## src/rtl/fetch_stage.sv

```systemverilog
// Instruction fetch stage: one-outstanding-request fetch engine with a single
// skid entry for responses that arrive while decode is stalled, feeding IF/ID.
module fetch_stage #(
   parameter logic [31:0] RESET_PC  = 32'h0000_0000,
   parameter logic [31:0] NOP_INSTR = 32'h0000_0013
) (
   input  logic        clk,
   input  logic        rst,
   input  logic        StallD,
   input  logic        FlushD,
   input  logic        Redirect,
   input  logic [31:0] RedirectPC,
   output logic        imem_req,
   output logic [31:0] imem_addr,
   input  logic        imem_gnt,
   input  logic        imem_rvalid,
   input  logic [31:0] imem_rdata,
   output logic [31:0] InstrD,
   output logic [31:0] PCD,
   output logic [31:0] PCPlus4D,
   output logic        ValidD
);

   typedef enum logic [1:0] {
      S_REQ  = 2'd0,
      S_WAIT = 2'd1,
      S_HOLD = 2'd2,
      S_DROP = 2'd3
   } fetchState_t;

   fetchState_t stateReg;
   fetchState_t stateNext;

   logic [31:0] pcfReg;
   logic [31:0] pendingPcReg;
   logic [31:0] bufInstrReg;
   logic [31:0] bufPcReg;
   logic        bufValidReg;

   logic [31:0] instrDReg;
   logic [31:0] pcDReg;
   logic [31:0] pcPlus4DReg;
   logic        validDReg;

   logic [31:0] redirectTarget;
   logic        acceptGnt;
   logic        deliverResp;
   logic        deliverBuf;
   logic        captureBuf;
   logic        releaseBuf;

   assign redirectTarget = {RedirectPC[31:2], 2'b00};

   // State register
   always_ff @(posedge clk or negedge rst) begin
      if (!rst) begin
         stateReg <= S_REQ;
      end else begin
         stateReg <= stateNext;
      end
   end

   // Next-state logic; Redirect outranks every other event in every state
   always_comb begin
      stateNext = stateReg;
      case (stateReg)
         S_REQ: begin
            if (Redirect) begin
               stateNext = imem_gnt ? S_DROP : S_REQ;
            end else if (imem_gnt) begin
               stateNext = S_WAIT;
            end
         end
         S_WAIT: begin
            if (Redirect) begin
               stateNext = imem_rvalid ? S_REQ : S_DROP;
            end else if (imem_rvalid) begin
               stateNext = StallD ? S_HOLD : S_REQ;
            end
         end
         S_HOLD: begin
            if (Redirect || !StallD) begin
               stateNext = S_REQ;
            end
         end
         S_DROP: begin
            // The stale response still has to drain before a new request can go out
            if (imem_rvalid) begin
               stateNext = S_REQ;
            end
         end
         default: stateNext = S_REQ;
      endcase
   end

   // Output / control decode
   always_comb begin
      imem_req    = 1'b0;
      acceptGnt   = 1'b0;
      deliverResp = 1'b0;
      deliverBuf  = 1'b0;
      captureBuf  = 1'b0;
      releaseBuf  = 1'b0;
      case (stateReg)
         S_REQ: begin
            imem_req  = rst;
            acceptGnt = imem_gnt && !Redirect;
         end
         S_WAIT: begin
            deliverResp = imem_rvalid && !Redirect && !StallD;
            captureBuf  = imem_rvalid && !Redirect && StallD;
         end
         S_HOLD: begin
            deliverBuf = !Redirect && !StallD;
            releaseBuf = Redirect || !StallD;
         end
         default: begin
         end
      endcase
   end

   assign imem_addr = pcfReg;

   // Fetch PC and pending-request PC
   always_ff @(posedge clk or negedge rst) begin
      if (!rst) begin
         pcfReg       <= RESET_PC;
         pendingPcReg <= 32'h0000_0000;
      end else begin
         if (Redirect) begin
            pcfReg <= redirectTarget;
         end else if (acceptGnt) begin
            pcfReg <= pcfReg + 32'd4;
         end
         if (acceptGnt) begin
            pendingPcReg <= pcfReg;
         end
      end
   end

   // One-entry skid buffer for a response that lands while decode is stalled
   always_ff @(posedge clk or negedge rst) begin
      if (!rst) begin
         bufInstrReg <= 32'h0000_0000;
         bufPcReg    <= 32'h0000_0000;
         bufValidReg <= 1'b0;
      end else begin
         if (captureBuf) begin
            bufInstrReg <= imem_rdata;
            bufPcReg    <= pendingPcReg;
            bufValidReg <= 1'b1;
         end else if (releaseBuf) begin
            bufValidReg <= 1'b0;
         end
      end
   end

   // IF/ID register: flush beats stall beats load beats bubble
   always_ff @(posedge clk or negedge rst) begin
      if (!rst) begin
         instrDReg   <= NOP_INSTR;
         pcDReg      <= 32'h0000_0000;
         pcPlus4DReg <= 32'h0000_0000;
         validDReg   <= 1'b0;
      end else if (FlushD) begin
         instrDReg <= NOP_INSTR;
         validDReg <= 1'b0;
      end else if (StallD) begin
         instrDReg   <= instrDReg;
         pcDReg      <= pcDReg;
         pcPlus4DReg <= pcPlus4DReg;
         validDReg   <= validDReg;
      end else if (deliverResp) begin
         instrDReg   <= imem_rdata;
         pcDReg      <= pendingPcReg;
         pcPlus4DReg <= pendingPcReg + 32'd4;
         validDReg   <= 1'b1;
      end else if (deliverBuf && bufValidReg) begin
         instrDReg   <= bufInstrReg;
         pcDReg      <= bufPcReg;
         pcPlus4DReg <= bufPcReg + 32'd4;
         validDReg   <= 1'b1;
      end else begin
         instrDReg <= NOP_INSTR;
         validDReg <= 1'b0;
      end
   end

   assign InstrD   = instrDReg;
   assign PCD      = pcDReg;
   assign PCPlus4D = pcPlus4DReg;
   assign ValidD   = validDReg;

endmodule
```

## config.mk

```make
export PLATFORM = sky130hd
export DESIGN_NAME = fetch_stage
export DESIGN_NICKNAME = d
export VERILOG_FILES = /design/src/rtl/fetch_stage.sv
export SDC_FILE = /design/constraint.sdc
export NUM_CORES = 1
export LEC_CHECK = 0
export CORE_MARGIN = 5
export CORE_UTILIZATION = 54
export CTS_BUF_LIST = sky130_fd_sc_hd__clkbuf_2 sky130_fd_sc_hd__clkbuf_4 sky130_fd_sc_hd__clkbuf_8
export DETAILED_ROUTE_END_ITERATION = 8
export PLACE_DENSITY_LB_ADDON = 0.25
export SYNTH_ARGS = -nofsm -noshare
export SYNTH_HDL_FRONTEND = slang
export SYNTH_SLANG_ARGS = --single-unit
```

## constraint.sdc

```tcl
create_clock -name clk -period 4.45 [get_ports clk]
set_clock_uncertainty 0.15 [all_clocks]
set_input_delay 0.89 -clock clk [delete_from_list [all_inputs] [get_ports clk]]
set_output_delay 0.89 -clock clk [all_outputs]
set_load 0.01 [all_outputs]
```

==> impl_metrics.yaml <==
run_status:
  status: "completed"
sta:
  slew_headroom_pct: 30.9
  fin_crit_ns: 3.29
  final-hold-violation-count: 0
  final-setup-viol-count: 0
  fin_crit_sh_pct: 74.0
  worst_slew_pin_slew_ns: 1.04
  whs_ns: 0.324
  fmax_mhz: 304
  slew_viol_final: 0
  setup_tns_ns: 0
  rsz0062_at_grt: "false"
clocking:
  cts_setup_buffers: 0
  clock_latency_ns: 0.54
  cts_tree: "yes"
  numCtsBuffers: 38
  clkTransAtPathRegs_ns: 0.06
  cts-resized-gates: 0
  clockBufferDepth: 3
  cts_sinks: 218
  h-tree-depth: 2
  cts_hold_buffers: 0
  cts-root-buf: "clkbuf_8"
cells_and_area:
  layout.nets: 1218
  fin_util_pct: 70.4
  antenna_cells: 0
  drive_gt1_share_pct: 17.6
  syn_to_final_growth_pct: 28.0
critical_path:
  path_cells: "clkdlybuf4s50_1, nand4bb_1, nor2_4, nand2_1, nand2_1, ha_1, nand4_1, nor4_4, a32o_2, nor3b_1, xor2_1, o21ai_0"
  endpoint_kind: "flip-flop"
  cpMostUsedCell: "nand2_1"
  critPathSlowestCell: "clkdlybuf4s50_1"
  critPathMaxFanout: 5
  arrival_ns: 3.56
  worstPathRequired_ns: 4.72
  worst-path-buf-inv: 1
  max_stage_delay_ns: 0.54
  criticalPathCategory: "in2reg"
  cp-start-kind: "input pin"
  crit_family: "simple AND/OR/NAND/NOR gates"
route:
  vias_per_cell: 5.79
  drc: 0
  routedWlPerCell_microns: 18.6
  drt_iter0_drc: 776
  wl_microns: 26200
  vias: 8126
  firstDrtPassIters: 5
  ant_nets: 0
global_routing:
  busiest_layer: "met1"
  grt.total_usage_pct: 24.1
  antenna_found_initial: 0
  grt_pass1_vias: 8078
  grt-ovfl-total: 0
  grt_pass1_wl_microns: 43300
  use_met3_pct: 4.36
  grt_max_degree: 83
  use_met2_pct: 35.6
  grt_use_met1_pct: 36.4
min_path:
  min_path_type: "reg2reg"
floorplan:
  die_w_microns: 148
  core-area_sq_um: 18800
  initial_core_util_pct: 55.0
  die_h_microns: 148
  io-pin-count: 201
  rows: 50
  dieArea_sq_um: 22000
placement:
  port_buffers: 192
  gp_congestion: 0.948
  dpl.hpwl_microns: 18200
logic_synthesis:
  synth_edf_count: 0
  ys.flop_type: "dfrtp_1"
  synth_seq_area_share_pct: 52.9
  syn_area_sq_um: 10300
  synth_top_area_share_pct: 52.1
  synth_common_cells: "215 x dfrtp_1, 136 x nand2_1, 91 x mux2_2, 89 x o21ai_0, 56 x nor2_1"
  synthTopCellsByArea: "dfrtp_1 52%, mux2_2 9.9%, nand2_1 4.9%, o21ai_0 4.3%, a222oi_1 2.8%"
  synth-async-reset-ratio_pct: 100
  ys_ff_latch: 218
  ys_types: 66
  synth.most_common_cell: "dfrtp_1"
  ys_warn_count: 0
  synthCells: 950
  yosysTopAreaCell: "dfrtp_1"
  syn_area_per_cell_sq_um: 10.9
power_and_ir_drop:
  p_leak_nw: 5.64
  power_density_nw_per_um2: 548
  p_total_mw: 7.24
  ir_drop_uv: 221
job:
  maxCapViolCount: 0
==> stage by stage <==
| stage | instances | instance area, sq um | setup WS [ns] |
|---|---|---|---|
| final | 1404 | 13200 | 1.16 |
| after global routing | 1404 | 13200 | 0.952 |
| after CTS | 1404 | 13200 | 1.19 |
| after detailed placement | 1339 | 12400 | 0.628 |
| after global placement | 1339 | 12400 | 0.701 |
| after floorplan | 955 | 10300 | 0.872 |
==> sequential cells by signal, summed over array words and instances (netlist names), 2 cells and up <==
name and cells:
PCPlus4D 30, pendingPcReg 30, bufPcReg 30, stateReg 2, imem_addr 30, InstrD 32
PCD 30, bufInstrReg 32
==> cell usage in the layout, fill, tap and decap left out, types with 3 or more instances in the layout <==
| cell type | instances |
|---|---|
| xor2_1 | 33 |
| nor3b_1 | 3 |
| o21ai_1 | 5 |
| clkbuf_8 | 50 |
| nor2_1 | 55 |
| nor4_1 | 7 |
| o211ai_1 | 3 |
| mux2_2 | 91 |
| conb_1 | 6 |
| and4_1 | 6 |
| and3_1 | 21 |
| mux2i_1 | 23 |
| nor4_4 | 3 |
| nand2_1 | 135 |
| a41oi_1 | 3 |
| nor3_1 | 9 |
| nand3_1 | 29 |
| o21ai_0 | 89 |
| dfrtp_1 | 215 |
| dfstp_2 | 3 |
| clkbuf_4 | 10 |
| clkinv_2 | 5 |
| o22ai_1 | 6 |
| a222oi_1 | 29 |
| inv_1 | 7 |
| nand4_1 | 26 |
| a21oi_1 | 10 |
| and2_1 | 3 |
| xnor2_1 | 23 |
| o21bai_1 | 5 |
| clkdlybuf4s50_1 | 189 |
| buf_4 | 19 |
==> path summary, 6_finish.rpt <==
check,from,end,slack (ns),cells after the start
worst max-delay path,imem_rvalid,PCPlus4D[28],1.16,12
worst min-delay path,PCD[3],PCD[3],0.32,2
worst max register to register,stateReg[1],PCPlus4D[28],1.52,11
worst min register to register,PCD[3],PCD[3],0.32,2
max in group asynchronous,rst,PCD[8],2.18,3
min in group asynchronous,rst,imem_addr[22],0.41,2
==> cells by family after synthesis <==
family | Yosys count | share of synthesized area [%]
and+or+nand+nor | 320 | 15.6
other | 1 | 0.0363
buffers and inverters | 70 | 3.30
DFF | 218 | 52.9
AOI/OAI and AO/OA | 168 | 10.9
adders and majority gates | 2 | 0.242
muxes | 115 | 12.3
xor gates and xnor gates | 56 | 4.75
==> power breakdown <==
part | internal (mW) | total [mW] | switching (mW)
clock network | 1.07 | 1.85 | 0.783
logic | 1.14 | 2.05 | 0.905
registers | 2.66 | 3.34 | 0.684
==> cell type report <==
type | count | area [sq um]
fill | 1390 | 5560
sequential | 218 | 5460
multi-input combinational | 667 | 4550
timing repair buffer | 213 | 2100
clock buffer | 59 | 749
tap | 234 | 293
clock inverter | 6 | 32.5
inverter | 7 | 26.3
==> routing by layer <==
layer  up-vias  wire length (microns)
met5         -                      0
met4         0                    401
met3        32                   1960
met2       349                  11800
met1      3940                  12000
li1       3805                      -
==> tightest hold or removal path, stage by stage (launching register included) <==
cell     delay, ns
dfrtp_1       0.34
nand2_1       0.05
nand2_1       0.05
Note: power is estimated with default switching activity, not from simulation.
